===== src/rtl/hazard_flush_ctrl.sv =====
// Pipeline hazard/flush controller: detects RAW hazards against EXE/MEM, inserts
// bubbles, flushes on taken branches, and freezes the pipe while data memory is busy.
//
// state     | meaning
// ----------+----------------------------------------------
// RUN       | normal issue, no bubble pending
// STALL     | previous cycle inserted a load-use / RAW bubble
// MEM_WAIT  | data memory busy, pipe frozen, timeout counting
module hazard_flush_ctrl #(
    parameter int FWD_EN  = 1,
    parameter int CNT_W   = 16,
    parameter int TIMEOUT = 64
) (
    input  logic             clk,
    input  logic             rst,
    input  logic [3:0]       src1,
    input  logic [3:0]       src2,
    input  logic             two_src,
    input  logic             exe_wb_en,
    input  logic             exe_mem_r_en,
    input  logic [3:0]       exe_dst,
    input  logic             mem_wb_en,
    input  logic [3:0]       mem_dst,
    input  logic             branch_taken,
    input  logic             mem_busy,
    output logic             pc_freeze,
    output logic             if_id_freeze,
    output logic             if_id_flush,
    output logic             id_ex_flush,
    output logic             pipe_freeze,
    output logic [1:0]       state,
    output logic [CNT_W-1:0] stall_cnt,
    output logic [CNT_W-1:0] flush_cnt,
    output logic             mem_timeout
);

    typedef enum logic [1:0] {
        ST_RUN      = 2'd0,
        ST_STALL    = 2'd1,
        ST_MEM_WAIT = 2'd2
    } state_t;

    localparam logic [7:0]       WAIT_LIMIT = 8'(TIMEOUT);
    localparam logic [7:0]       WAIT_LAST  = 8'(TIMEOUT - 1);
    localparam logic [CNT_W-1:0] CNT_MAX    = '1;

    state_t     state_q;
    state_t     state_d;
    logic       kill_q;
    logic [7:0] wait_cnt;

    logic raw_exe;
    logic raw_mem;
    logic hz;
    logic stall_req;
    logic bubble_evt;
    logic flush_evt;
    logic wait_inc;

    assign state = state_q;

    always_comb begin
        raw_exe = exe_wb_en && ((exe_dst == src1) || (two_src && (exe_dst == src2)));
        raw_mem = mem_wb_en && ((mem_dst == src1) || (two_src && (mem_dst == src2)));
        if (FWD_EN != 0) begin
            hz = raw_exe && exe_mem_r_en;
        end else begin
            hz = raw_exe || raw_mem;
        end
        // A slot that was just flushed holds no real instruction, so it cannot stall.
        stall_req = hz && !kill_q;
    end

    always_comb begin
        pc_freeze    = 1'b0;
        if_id_freeze = 1'b0;
        if_id_flush  = 1'b0;
        id_ex_flush  = 1'b0;
        pipe_freeze  = 1'b0;
        bubble_evt   = 1'b0;
        flush_evt    = 1'b0;

        if (mem_busy) begin
            pc_freeze    = 1'b1;
            if_id_freeze = 1'b1;
            pipe_freeze  = 1'b1;
        end else if (branch_taken) begin
            if_id_flush  = 1'b1;
            id_ex_flush  = 1'b1;
            flush_evt    = 1'b1;
        end else if (stall_req) begin
            pc_freeze    = 1'b1;
            if_id_freeze = 1'b1;
            id_ex_flush  = 1'b1;
            bubble_evt   = 1'b1;
        end
    end

    always_comb begin
        state_d = ST_RUN;
        if (mem_busy) begin
            state_d = ST_MEM_WAIT;
        end else if (stall_req && !branch_taken) begin
            state_d = ST_STALL;
        end
    end

    assign wait_inc = (state_q == ST_MEM_WAIT) && mem_busy && (wait_cnt != WAIT_LIMIT);

    always_ff @(posedge clk or negedge rst) begin
        if (!rst) begin
            state_q <= ST_RUN;
            kill_q  <= 1'b0;
        end else begin
            state_q <= state_d;
            if (!if_id_freeze) begin
                kill_q <= if_id_flush;
            end
        end
    end

    always_ff @(posedge clk or negedge rst) begin
        if (!rst) begin
            wait_cnt    <= 8'd0;
            mem_timeout <= 1'b0;
        end else begin
            if (state_q != ST_MEM_WAIT) begin
                wait_cnt <= 8'd0;
            end else if (wait_inc) begin
                wait_cnt <= wait_cnt + 8'd1;
            end
            // Sticky: only reset clears it.
            if (wait_inc && (wait_cnt == WAIT_LAST)) begin
                mem_timeout <= 1'b1;
            end
        end
    end

    always_ff @(posedge clk or negedge rst) begin
        if (!rst) begin
            stall_cnt <= '0;
            flush_cnt <= '0;
        end else begin
            if (bubble_evt && (stall_cnt != CNT_MAX)) begin
                stall_cnt <= stall_cnt + 1'b1;
            end
            if (flush_evt && (flush_cnt != CNT_MAX)) begin
                flush_cnt <= flush_cnt + 1'b1;
            end
        end
    end

endmodule


===== config.mk =====
export PLATFORM = sky130hd
export DESIGN_NAME = hazard_flush_ctrl
export DESIGN_NICKNAME = d
export VERILOG_FILES = /design/src/rtl/hazard_flush_ctrl.sv
export SDC_FILE = /design/constraint.sdc
export NUM_CORES = 1
export LEC_CHECK = 0
export CAP_MARGIN = 30
export CORE_MARGIN = 1
export CORE_UTILIZATION = 35
export DETAILED_ROUTE_END_ITERATION = 7
export MAX_ROUTING_LAYER = met4
export PLACE_DENSITY = 0.62
export SLEW_MARGIN = 30
export SYNTH_ARGS = -nofsm -noshare
export SYNTH_HDL_FRONTEND = slang
export SYNTH_SLANG_ARGS = --single-unit

===== constraint.sdc =====
create_clock -name clk -period 2.2 [get_ports clk]
set_clock_uncertainty 0.1 [all_clocks]
set_input_delay 0.22 -clock clk [delete_from_list [all_inputs] [get_ports clk]]
set_output_delay 0.22 -clock clk [all_outputs]
set_load 0.02 [all_outputs]

==> results.md, run 1 <==
* Status: complete, no violations
* Max frequency at 488.1 MHz
* Port bufs at 58
* Critical Path Fanout Max at 4
* Synth warnings at 0
* Core area at 0.006061 mm^2
* Top post-synthesis cells by area: dfrtp_1 49%, xnor2_1 13%, nand3_1 3.8%, nand4_1 3.6%, nand2_1 2.5%
* Final nets at 313
* Worst slew pin tran at 563.7 ps
* Avg Cell Area, Syn at 10.59 um^2
* TritonCTS Buffers at 5
* CTS H-tree lvls at 2
* Drt total wl at 4843 um
* Crit end category: primary output
* Required @ worst endpoint at 1880 ps
* Startpoint types: input pin
* Hold slack final at 377.2 ps
* Worst vdd rail ir drop at 355.7 uV
* CTS sink cnt at 44
* Layout fillers at 570
* # Max-Cap Violations at 0
* Inserted Diodes at 0
* CTS tree: yes
* Total GRT Usage at 16.28%
* Synth Instances at 213
* Max clock buf depth at 2
* Clock transition at path regs at 70 ps
* Worst hold path type: reg2reg
* # setup viols final at 0
* Final Hold Fails at 0
* #FFs+latches synth at 44
* Post-synthesis sequential area ratio at 48.83%
* Chip Width at 82.26 um
* Crit path DAT at 1730 ps
* Die Ht at 82.26 um
* Residual DRC at 0
* Static leakage at 1.339 nW
* Pre-CTS setup slack at -306.4 ps
* Min setup slack post-route at 151.1 ps
* 1st-pass router iterations at 4
* Initial drt markers at 38
* Clock network latency to the later pin of the worst-skew pair at 300 ps
* Mapped Area at 0.002255 mm^2
* CTS root buffer: clkbuf_8
* Die ar. at 0.006767 mm^2
* Max_slew headroom at 62.42%
* Vias in the first global route at 1779
* Initial antenna violation count at 0
* Largest net degree at the start of global routing at 45
* Tcrit/Tclk final at 93.13%
* Initial core utilization at 37.20%
* Final Util at 50.64%
* Mapped Nets at 241
* Fin. max-slew vios at 0
* Rows at 28
* Unique cell type count in the Yosys netlist at 41
* First-pass GRT wire length at 8169 um
* Unrepaired setup endpoints after global routing: no
* Final Wtd Congestion at 0.7777
* Area leader, netlist: dfrtp_1
* Post-DP HPWL at 3641 um
* Yosys top cell area share at 48.83%
* Vias/cell at 4.925
* Layout cells sized above 1 at 13.64%
* Num ports at 64
* Synth-to-layout area growth at 36.13%
* Antenna viol nets, final at 0
* Critical path class: in2out
* Total gr overflow at 0
* Via count at 1778
* Power per cell area at 623.9 mW/mm^2
* Minimum clock period after layout at 2049 ps
* WL/cell at 13.42 um
==> path summary, 6_finish.rpt <==
path	startpoint	endpoint	slack (ps)	cells past startpoint
max	branch_taken	if_id_flush	150	4
min	mem_timeout	mem_timeout	380	1
max reg2reg	stall_cnt[0]	stall_cnt[1]	280	6
min reg2reg	mem_timeout	mem_timeout	380	1
max in group asynchronous	rst	flush_cnt[9]	1170	3
min in group asynchronous	rst	flush_cnt[11]	430	3
==> what timing repair did <==
item / in CTS / in global routing
hold endpoints to repair: 44 / 0
cloned: 0 / 0
hold buffers: 1 / 0
setup endpoints to repair: 3 / 3
setup buffers: 0 / 0
gates resized for setup: 3 / 10
==> power by group <==
group | switching [mW] | internal [mW] | leakage, nW
clock | 0.275 | 0.221 | 0.0479
combinational | 0.218 | 0.234 | 0.694
sequential | 0.0899 | 0.878 | 0.597
total | 0.582 | 1.33 | 1.34
==> per-stage QoR <==
stage / std cells / TNS (ps) / area [um^2] / total power [mW]
floorplan: 213 / 0 / 2255 / 1.197
global placement: 352 / -781.6 / 2984 / 1.434
detailed placement: 352 / -871.4 / 2984 / 1.442
CTS: 361 / -1.082 / 3078 / 1.950
global route: 361 / 0 / 3069 / 2.021
finish: 361 / 0 / 3069 / 1.915
==> layout by cell type, fill, tap and decap left out, types with 3 or more instances in the layout <==
cell,instances
clkdlybuf4s50_1,54
dfrtp_1,44
xnor2_1,34
nand3_1,17
nand2_1,15
nor2_1,14
nand4_1,13
buf_4,13
and3_1,7
inv_1,6
xor2_1,6
nor3_1,5
clkbuf_8,5
a31oi_1,4
ha_1,4
a21oi_1,3
and4_1,3
clkbuf_2,3
==> metal layers <==
metal | track usage (%) | wire length (um)
met2 | 25.45 | 2281
met5 | - | 0
met3 | 3.846 | 224
met1 | 20.79 | 2290
met4 | 5.263 | 47
==> sequential cells by signal, indices dropped and copies added (netlist names) <==
name,flops
flush_cnt,16
stall_cnt,16
wait_cnt,8
state,2
kill_q,1
mem_timeout,1
==> worst max-delay path: stages <==
cell	delay, ps
clkdlybuf4s50_1	520
inv_1	110
nor2_2	220
clkdlybuf4s50_1	660
==> cells in the mapped netlist (all sizes together) <==
master and n:
a21oi 3, o31a 1, buf 5, xnor2 34, and4 3, dfrtp 44
a21o 1, mux2i 1, nand2 15, xor2 6, and2 3, mux2 2
and4bb 1, inv 7, nor4bb 1, o21ai 3, a31o 1, and3 9
nand3 17, ha 4, nand4 15, o22ai 1, nor2b 2, a31oi 4
nor4b 1, and3b 2, o31ai 1, nand2b 1, nor3 5, nor2 15
a211oi 2, clkbuf 2, nor4 1
==> cells by family (layout without fill, tap and decap cells) <==
kind of cell	count (synthesis)	count (layout)	share of synthesized area [%]
compound gates	17	17	5.327
mux	3	3	1.609
simple gates	91	91	23.64
flops	44	44	48.83
xor+xnor	40	40	15.54
fa+ha+maj	4	4	2.220
buf+inv	14	87	2.830
==> final cells by class <==
class,instances,area [um^2],share of cell area [%]
Sequential cell,44,1101,35.87
Multi-Input combinational cell,155,1092,35.59
Timing Repair Buffer,72,668.1,21.77
Tap cell,75,93.84,3.057
Clock buffer,5,68.82,2.242
Inverter,7,26.28,0.8561
Clock inverter,3,18.77,0.6115
Note: power is estimated with default switching activity, not from simulation.
==> inputs of run 2 (changes only) <==
--- a/config.mk
+++ b/config.mk
@@ -11,7 +11,6 @@
 export DETAILED_ROUTE_END_ITERATION = 7
 export MAX_ROUTING_LAYER = met4
 export PLACE_DENSITY = 0.62
-export SLEW_MARGIN = 30
 export SYNTH_ARGS = -nofsm -noshare
 export SYNTH_HDL_FRONTEND = slang
 export SYNTH_SLANG_ARGS = --single-unit
==> results of run 2 <==
Final layout, timing and power as in run 1 (identical DEF).
==> inputs of run 3 (changes only) <==
--- a/config.mk
+++ b/config.mk
@@ -6,11 +6,14 @@
 export NUM_CORES = 1
 export LEC_CHECK = 0
 export CAP_MARGIN = 30
+export CELL_PAD_IN_SITES_DETAIL_PLACEMENT = 1
+export CELL_PAD_IN_SITES_GLOBAL_PLACEMENT = 1
+export CORE_ASPECT_RATIO = 0.6
 export CORE_MARGIN = 1
 export CORE_UTILIZATION = 35
 export DETAILED_ROUTE_END_ITERATION = 7
 export MAX_ROUTING_LAYER = met4
-export PLACE_DENSITY = 0.62
+export PLACE_DENSITY = 0.77
 export SYNTH_ARGS = -nofsm -noshare
 export SYNTH_HDL_FRONTEND = slang
 export SYNTH_SLANG_ARGS = --single-unit
==> run 3 against run 2 <==
First-iteration DRC count increased by 34%. Register-to-register slack is essentially flat. Maximum frequency is 1.3% lower. Global-route usage increased by 2.9 points. Power is 6.8% higher. Sequential share of layout area shrank 0.48 points. Count of clock-buffer cells in the layout rose by 1. Setup slack worse by 27 ps. Sequential power increased by 0.4%. Critical path depth is 3 higher. Via count is 3.9% higher. Largest cell class unchanged. Highest routed layer unchanged.
==> results.md, run 3 (same netlist as run 1, synthesis figures left out) <==
* Antenna viol nets, final at 0
* Final nets at 313
* Critical Path Fanout Max at 2
* Required @ worst endpoint at 1880 ps
* Design area at 0.003110 mm^2
* Cell count of the worst reg-to-reg path at 6
* Drt total wl at 5762 um
* Final Hold Fails at 0
* Vias in the first global route at 1954
* 1st-pass router iterations at 4
* Residual DRC at 0
* Buf+Inv Stages, Crit Path at 2
* TritonCTS Buffers at 5
* Crit path DAT at 1760 ps
* Worst Hold Launch: mem_timeout
* Vias/cell at 4.995
* Initial antenna violation count at 0
* Min setup slack post-route at 124.1 ps
* Via count at 1848
* Total GRT Usage at 19.15%
* Die Ht at 64.17 um
* R2R setup slack at 280 ps
* Synth-to-layout area growth at 37.96%
* Minimum clock period after layout at 2076 ps
* Core area at 0.006166 mm^2
* Clock network latency to the later pin of the worst-skew pair at 300 ps
* Inserted Diodes at 0
* Hold Path End: mem_timeout
* Largest net degree at the start of global routing at 45
* Initial drt markers at 51
* Rows at 22
* Largest regs: flush_cnt: 16 flops, stall_cnt: 16 flops, wait_cnt: 8 flops
* Max_slew headroom at 62.32%
* Worst reg2reg path endpoint: stall_cnt[1]
* Startpoint types: input pin
* Hold slack final at 387.6 ps
* # Max-Cap Violations at 0
* Static leakage at 1.348 nW
* Most frequent cells in the layout: 54 x clkdlybuf4s50_1, 44 x dfrtp_1, 34 x xnor2_1
* # setup viols final at 0
* Crit end category: primary output
* Post-DP HPWL at 4251 um
* Leading cell type in the layout, fill and taps excluded: clkdlybuf4s50_1
* Max frequency at 481.7 MHz
* Chip Width at 105.6 um
* Tcrit/Tclk final at 94.36%
* Layout cells sized above 1 at 13.64%
* Dpl cell area at 0.002995 mm^2
* Cell depth of the worst hold path at 1
* Setup TNS at 0 ps
* Worst hold path type: reg2reg
* CTS root buffer: clkbuf_8
* Worst path max stage delay at 520 ps
* Top cell family by delay on the critical path: buffers and inverters
* Worst slew pin tran at 565.2 ps
* Fin. max-slew vios at 0
* Clock transition at path regs at 90 ps
* CTS tree: yes
* WL/cell at 15.57 um
* Final std cells w/o fill at 370
* Status: complete, no violations
* Critical path class: in2out
* Port bufs at 58
* Postcts setup bufs at 0
* Placed insts at 361
* Max clock buf depth at 2
* Reg-to-Reg Start: stall_cnt[0]
* Slowest cell on crit path: clkdlybuf4s50_1
* CTS H-tree lvls at 2
* CTS sink cnt at 44
* First-pass GRT wire length at 9763 um
* Unrepaired setup endpoints after global routing: no
* Num ports at 64
* Worst vdd rail ir drop at 493.8 uV
* Crit-path cells: clkdlybuf4s50_1 -> xnor2_1 -> nand3_1 -> o21ai_2 -> nand2_1 -> o21ai_1 -> clkdlybuf4s15_2
* Die ar. at 0.006777 mm^2
* Initial core utilization at 36.57%
* Power per cell area at 657.7 mW/mm^2
* Total gr overflow at 0
* Pre-CTS setup slack at -435.7 ps
* Final Wtd Congestion at 0.7724
==> run 3: cell count changes in the layout (fill, tap and decap cells not counted), sizes merged <==
cell	previous run	this run
buf	14	16
bufinv	0	1
clkbuf	8	6
clkdlybuf4s15	0	1
clkinv	3	1
==> run 3: what timing repair did <==
item | in CTS | in global routing
setup endpoints to repair | 3 | 4
hold buffers | 1 | 0
resized for setup | 11 | 4
hold endpoints to repair | 44 | 0
==> run 3: per-stage QoR <==
step                power (mW)  utilization [%]
floorplan                1.197                -
global placement         1.432            48.58
detailed placement       1.450            48.58
CTS                      2.072            50.55
global route             2.156            50.45
finish                   2.046            50.45
==> run 3: report_power, final <==
part	total [mW]	leakage, nW	internal (mW)	switching, mW
Sequential	0.971	0.597	0.878	0.0930
Clock	0.613	0.0552	0.337	0.276
Combinational	0.462	0.697	0.236	0.227
Total	2.05	1.35	1.45	0.595
==> run 3: cell type report <==
| class | count | area, um^2 |
|---|---|---|
| Inverter | 7 | 26.28 |
| Clock inverter | 2 | 35.03 |
| Fill cell | 715 | 3055 |
| Sequential cell | 44 | 1101 |
| Multi-Input combinational cell | 155 | 1096 |
| Timing Repair Buffer | 72 | 674.4 |
| Clock buffer | 6 | 72.57 |
| Tap cell | 84 | 105.1 |
==> run 3: worst max-delay path by stage <==
stage          depth (start not counted)      endpoint  slack (ps)         start
6_report                               7     pc_freeze         120    exe_dst[3]
5_1_grt                                7     pc_freeze          30    exe_dst[3]
4_1_cts                                4   if_id_flush          50  branch_taken
3_5_place_dp                           7  if_id_freeze        -440    exe_dst[3]
3_3_place_gp                           7     pc_freeze        -360    exe_dst[0]
2_1_floorplan                          6  stall_cnt[1]         240  stall_cnt[0]
==> run 3: layer usage <==
| layer | share of wire [%] | wire (um) | global-route usage, % |
|---|---|---|---|
| met3 | 2.8 | 159 | 3.673 |
| met5 | 0 | 0 | - |
| met4 | 1.3 | 74 | 6.250 |
| met1 | 51 | 2943 | 26.02 |
| met2 | 45 | 2586 | 28.87 |
